**src/rtl/multicycle_controller.sv**
```systemverilog
// Multi-cycle RISC-V sequencer: owns the IR, steps FETCH/DECODE/EXEC/MEM/WB,
// handshakes with instruction/data memory and drives registered datapath strobes.
module multicycle_controller #(
  parameter int WORDSIZE         = 64,
  parameter int INSTRUCTION_SIZE = 32
) (
  input  logic                        clk,
  input  logic                        rst_n,
  input  logic                        start,
  output logic                        im_req,
  input  logic                        im_ready,
  input  logic [INSTRUCTION_SIZE-1:0] im_rdata,
  output logic                        dm_req,
  output logic                        dm_we,
  input  logic                        dm_ready,
  output logic [INSTRUCTION_SIZE-1:0] ir,
  output logic                        pc_en,
  output logic [4:0]                  rf_addr_a,
  output logic [4:0]                  rf_addr_b,
  output logic [4:0]                  rf_write_addr,
  output logic                        rf_write_en,
  output logic [WORDSIZE-1:0]         immediate,
  output logic                        mux_0_sel,
  output logic                        mux_1_sel,
  output logic                        mux_2_sel,
  output logic [2:0]                  alu_operation,
  output logic                        halted,
  output logic                        illegal,
  output logic [31:0]                 instr_count
);

  typedef enum logic [2:0] {
    S_IDLE, S_FETCH, S_DECODE, S_EXEC, S_MEM, S_WB, S_HALT
  } state_t;

  function automatic logic [WORDSIZE-1:0] sext12(input logic signed [11:0] v);
    return {{(WORDSIZE-12){v[11]}}, v};
  endfunction

  state_t                      state_q, state_d;
  logic                        im_req_q, im_req_d;
  logic                        dm_req_q, dm_req_d;
  logic                        dm_we_q, dm_we_d;
  logic [INSTRUCTION_SIZE-1:0] ir_q, ir_d;
  logic                        pc_en_q, pc_en_d;
  logic [4:0]                  rs1_q, rs1_d, rs2_q, rs2_d, rd_q, rd_d;
  logic                        rf_we_q, rf_we_d;
  logic [WORDSIZE-1:0]         imm_q, imm_d;
  logic                        mux1_q, mux1_d, mux2_q, mux2_d;
  logic [2:0]                  alu_q, alu_d;
  logic                        halted_q, halted_d, illegal_q, illegal_d;
  logic [31:0]                 count_q, count_d;
  logic                        store_q, store_d;

  logic [6:0] opcode;
  logic [2:0] funct3;
  logic [6:0] funct7;
  logic       legal;

  assign opcode = ir_q[6:0];
  assign funct3 = ir_q[14:12];
  assign funct7 = ir_q[31:25];

  always_comb begin
    state_d   = state_q;
    im_req_d  = im_req_q;
    dm_req_d  = dm_req_q;
    dm_we_d   = dm_we_q;
    ir_d      = ir_q;
    pc_en_d   = 1'b0;
    rs1_d     = rs1_q;
    rs2_d     = rs2_q;
    rd_d      = rd_q;
    rf_we_d   = 1'b0;
    imm_d     = imm_q;
    mux1_d    = mux1_q;
    mux2_d    = mux2_q;
    alu_d     = alu_q;
    halted_d  = halted_q;
    illegal_d = illegal_q;
    count_d   = count_q;
    store_d   = store_q;
    legal     = 1'b0;

    case (state_q)
      S_IDLE: begin
        if (start) begin
          state_d  = S_FETCH;
          im_req_d = 1'b1;
        end
      end
      S_FETCH: begin
        if (im_ready) begin
          ir_d     = im_rdata;
          im_req_d = 1'b0;
          state_d  = S_DECODE;
        end
      end
      S_DECODE: begin
        rs1_d   = ir_q[19:15];
        rs2_d   = ir_q[24:20];
        rd_d    = ir_q[11:7];
        imm_d   = '0;
        mux1_d  = 1'b0;
        mux2_d  = 1'b0;
        alu_d   = 3'b000;
        store_d = 1'b0;
        if (opcode == 7'b0000011 && funct3 == 3'b010) begin
          legal  = 1'b1;
          imm_d  = sext12(ir_q[31:20]);
          mux2_d = 1'b1;
        end else if (opcode == 7'b0100011 && funct3 == 3'b010) begin
          legal   = 1'b1;
          imm_d   = sext12({ir_q[31:25], ir_q[11:7]});
          store_d = 1'b1;
        end else if (opcode == 7'b0110011 && funct3 == 3'b000 && funct7 == 7'b0000000) begin
          legal  = 1'b1;
          mux1_d = 1'b1;
        end else if (opcode == 7'b0110011 && funct3 == 3'b000 && funct7 == 7'b0100000) begin
          legal  = 1'b1;
          mux1_d = 1'b1;
          alu_d  = 3'b001;
        end else if (opcode == 7'b0010011 && funct3 == 3'b000) begin
          legal = 1'b1;
          imm_d = sext12(ir_q[31:20]);
        end
        if (legal) begin
          state_d = S_EXEC;
        end else begin
          // ecall and unsupported encodings both park here without retiring
          state_d   = S_HALT;
          halted_d  = 1'b1;
          illegal_d = (ir_q != 32'h0000_0073);
        end
      end
      S_EXEC: begin
        if (mux2_q || store_q) begin
          state_d  = S_MEM;
          dm_req_d = 1'b1;
          dm_we_d  = store_q;
        end else begin
          state_d = S_WB;
          rf_we_d = 1'b1;
          pc_en_d = 1'b1;
          count_d = count_q + 32'd1;
        end
      end
      S_MEM: begin
        if (dm_ready) begin
          dm_req_d = 1'b0;
          dm_we_d  = 1'b0;
          pc_en_d  = 1'b1;
          count_d  = count_q + 32'd1;
          if (store_q) begin
            state_d  = S_FETCH;
            im_req_d = 1'b1;
          end else begin
            state_d = S_WB;
            rf_we_d = 1'b1;
          end
        end
      end
      S_WB: begin
        state_d  = S_FETCH;
        im_req_d = 1'b1;
      end
      S_HALT: begin
        state_d = S_HALT;
      end
      default: state_d = S_IDLE;
    endcase
  end

  always_ff @(posedge clk) begin
    if (!rst_n) begin
      state_q   <= S_IDLE;
      im_req_q  <= 1'b0;
      dm_req_q  <= 1'b0;
      dm_we_q   <= 1'b0;
      ir_q      <= '0;
      pc_en_q   <= 1'b0;
      rs1_q     <= '0;
      rs2_q     <= '0;
      rd_q      <= '0;
      rf_we_q   <= 1'b0;
      imm_q     <= '0;
      mux1_q    <= 1'b0;
      mux2_q    <= 1'b0;
      alu_q     <= '0;
      halted_q  <= 1'b0;
      illegal_q <= 1'b0;
      count_q   <= '0;
      store_q   <= 1'b0;
    end else begin
      state_q   <= state_d;
      im_req_q  <= im_req_d;
      dm_req_q  <= dm_req_d;
      dm_we_q   <= dm_we_d;
      ir_q      <= ir_d;
      pc_en_q   <= pc_en_d;
      rs1_q     <= rs1_d;
      rs2_q     <= rs2_d;
      rd_q      <= rd_d;
      rf_we_q   <= rf_we_d;
      imm_q     <= imm_d;
      mux1_q    <= mux1_d;
      mux2_q    <= mux2_d;
      alu_q     <= alu_d;
      halted_q  <= halted_d;
      illegal_q <= illegal_d;
      count_q   <= count_d;
      store_q   <= store_d;
    end
  end

  assign im_req        = im_req_q;
  assign dm_req        = dm_req_q;
  assign dm_we         = dm_we_q;
  assign ir            = ir_q;
  assign pc_en         = pc_en_q;
  assign rf_addr_a     = rs1_q;
  assign rf_addr_b     = rs2_q;
  assign rf_write_addr = rd_q;
  assign rf_write_en   = rf_we_q;
  assign immediate     = imm_q;
  assign mux_0_sel     = 1'b0;
  assign mux_1_sel     = mux1_q;
  assign mux_2_sel     = mux2_q;
  assign alu_operation = alu_q;
  assign halted        = halted_q;
  assign illegal       = illegal_q;
  assign instr_count   = count_q;

endmodule
```
**config.mk**
```make
export PLATFORM = sky130hd
export DESIGN_NAME = multicycle_controller
export DESIGN_NICKNAME = d
export VERILOG_FILES = /design/src/rtl/multicycle_controller.sv
export SDC_FILE = /design/constraint.sdc
export NUM_CORES = 1
export LEC_CHECK = 0
export ABC_AREA = 1
export BUFFER_PORTS_ARGS = -buffer_cell sky130_fd_sc_hd__buf_4
export CAP_MARGIN = 30
export CORE_ASPECT_RATIO = 0.9
export CORE_UTILIZATION = 45
export CTS_CLUSTER_SIZE = 25
export DETAILED_ROUTE_END_ITERATION = 7
export PLACE_DENSITY = 0.88
export RECOVER_POWER = 25
export SYNTH_ARGS = -nofsm -noshare
export SYNTH_HDL_FRONTEND = slang
export SYNTH_SLANG_ARGS = --single-unit
```
**constraint.sdc**
```tcl
create_clock -name clk -period 1.8 [get_ports clk]
set_clock_uncertainty 0.2 [all_clocks]
set_input_delay 0.18 -clock clk [delete_from_list [all_inputs] [get_ports clk]]
set_output_delay 0.18 -clock clk [all_outputs]
set_load 0.02 [all_outputs]
```
==> qor.yml <==
critical_path:
  crit_path_max_incr_delay_ps: 370
  cp-start-kind: "register"
  criticalPathCategory: "reg2reg"
  critical_path.max_fanout: 3
  end_kind: "register"
  critical_path_required_ps: 1830
  critical_path.slowest_cell: "dfxtp_1"
  crit_arrival_ps: 1780
  critical_path.cell_chain: "nand2_1 > inv_1 > nand2_2 > nor2_4 > nand2_1 > buf_4 > nand4_1 > inv_1 > o21ai_0 > nor2_1"
power_and_ir_drop:
  p_seq_frac: 0.368
  clkPwrFrac: 0.236
  total_power_uw: 8400
  cellPowerDensity_nw_per_um2: 1180
  p_int_uw: 5060
  max-vdd-ir-drop_mv: 0.667
  p_leak_uw: 0.00312
  combinationalPowerShare: 0.396
  p_switching_uw: 3340
  switching_share: 0.397
global_route:
  antenna_found_initial: 0
  grt_pass1_vias: 4810
  grt_pass1_wl_um: 23500
  grt-ovfl-total: 0
  grtUsageTotal: 0.250
  grt_max_degree: 56
placed_design:
  place_congestion: 0.912
  hpwl_um: 10500
  io_buffers: 189
  place_inst: 1025
final_layout:
  final_cell_mix: "buf_4 (187), nand2_1 (136), nor2_1 (117)"
  final_util: 0.654
  n_fill_cell: 931
  drive_gt1_frac: 0.286
  register_area_um2: 2120
  layout_commonest_cell: "buf_4"
  area_growth_pct: 40.4
  final_nets: 958
  num_antenna_cells: 0
  multiInputGateArea_um2: 2390
  layout.cells.non_filler: 1077
sta:
  fmaxAchievable_ghz: 0.569
  finalCriticalPeriod_ps: 1760
  setup_violations: 0
  rsz0062_at_grt: "yes"
  drv_slew: 0
  post-route-period-util: 0.976
  hold_violations: 1
  hold_slack_ps: -0.709
  finalSetupTns_ps: 0
outcome:
  status: "finished, violations left"
  violations: "hold timing"
cts:
  clock_path_buffers: 2
  cts_max_level: 3
  clk_pin_slew_ps: 80
  cts_tree: "done"
  root_buffer: "clkbuf_16"
  cts_buffers: 9
  clock_latency_ps: 330
  clkSinkCount: 105
route:
  avgViaCountPerCell: 5.19
  drtIter0Drc: 355
  ant_nets: 0
  post_drt_wl_per_cell_um: 14.4
  drc: 0
  num_vias: 5595
  first_pass_iters: 6
  routed_wl_um: 15500
logic_synthesis:
  synth.distinct_cells: 35
  syn_area_um2: 5070
  synthArstFlopShare: 0
  synth_area_per_cell_um2: 6.91
  synth_edf_count: 0
  dominantRegCellSynth: "dfxtp_1"
  ys_seq_area_frac: 0.414
  ys_ff_latch: 105
  synth_cells: 734
  synth.yosys.warnings: 0
floorplanning:
  core_um2: 10900
  io_pins: 193
  die_h_um: 103
  die-area_um2: 11700
  die_w_um: 114
  rows: 36
  start_util: 0.465
flow_run:
  maxCapViolCount: 0
worst_hold_path:
  hold_class: "in2reg"
## critical path, delay by kind of cell, from the launching register on
family	cells	cell delay, ps
compound gates	1	140
flops	1	370
simple gates	6	610
buf+inv	3	320
## per-layer routing
layer | vias to the layer above | GRT usage | routed length (um)
met5 | - | 0 | 0
met4 | 0 | 0.0789 | 373
met3 | 33 | 0.0394 | 1160
met2 | 279 | 0.436 | 7400
met1 | 2595 | 0.321 | 6580
li1 | 2688 | - | -
## per-stage QoR
stage          area [um^2]  setup slack [ps]
6_report              7130              43.0
5_1_grt               7130             -79.3
4_1_cts               7090              4.01
3_5_place_dp          6420              -107
3_3_place_gp          6420             -23.0
2_1_floorplan         5080              51.7
## power groups by stage
stage / clock network (uW) / registers, uW / logic, uW
2_1_floorplan: 0 / 3510 / 1750
5_1_grt: 2110 / 3140 / 3560
3_5_place_dp: 0 / 3090 / 3250
4_1_cts: 2000 / 3050 / 3330
6_report: 1980 / 3090 / 3330
3_3_place_gp: 0 / 3080 / 3190
## final cells by class
class,count,area share
clock inverters,7,0.0107
inverters,55,0.0297
flip-flops and latches,105,0.297
repair buffers,254,0.269
well taps,152,0.0267
clock buffers,9,0.0316
multi-input cells,495,0.335
## Yosys cell counts (3+ instances only)
cell type | instances | area, um^2
buf_4 | 56 | 420
dfxtp_1 | 105 | 2100
o21ai_0 | 69 | 345
nor2_2 | 4 | 25.0
nand3_1 | 23 | 115
nor2_1 | 132 | 495
inv_1 | 53 | 199
nand4_1 | 10 | 62.6
nor3_1 | 20 | 100
nand2_2 | 3 | 18.8
nand3b_1 | 7 | 52.6
a21oi_1 | 63 | 315
nand2_1 | 140 | 526
clkbuf_1 | 21 | 78.8
## flip-flops by register name (all words and copies together) (netlist names), 3 cells and up
signal         count
instr_count       32
ir                32
immediate         12
rf_addr_a          5
rf_addr_b          5
rf_write_addr      5
state_q            3
## logic make-up after synthesis
group                      after synthesis  synth area share
other                                    1          0.000739
adders and majority gates                1           0.00247
AOI/OAI and AO/OA                      142             0.144
DFF                                    105             0.414
xor gates and xnor gates                 2           0.00345
and+or+nand+nor                        347             0.291
buffers and inverters                  136             0.144
## worst paths after layout
kind / endpoint / slack [ps] / depth (start not counted) / start
min: state_q[0]$_SDFFE_PN0P_ / -0.7 / 4 / im_ready
max: illegal$_SDFFE_PN0P_ / 40 / 10 / ir[0]$_SDFFE_PN0P_
max reg2reg: illegal$_SDFFE_PN0P_ / 40 / 10 / ir[0]$_SDFFE_PN0P_
min reg2reg: instr_count[0]$_SDFFE_PN0P_ / 270 / 1 / instr_count[0]$_SDFFE_PN0P_
## repair_timing
item,CTS,global route
setup buffers,0,2
hold buffers,34,0
hold endpoints to repair,35,0
pin swaps,0,12
setup endpoints to repair,25,60
gates resized for setup,7,50
(Power assumes the default switching activity.)
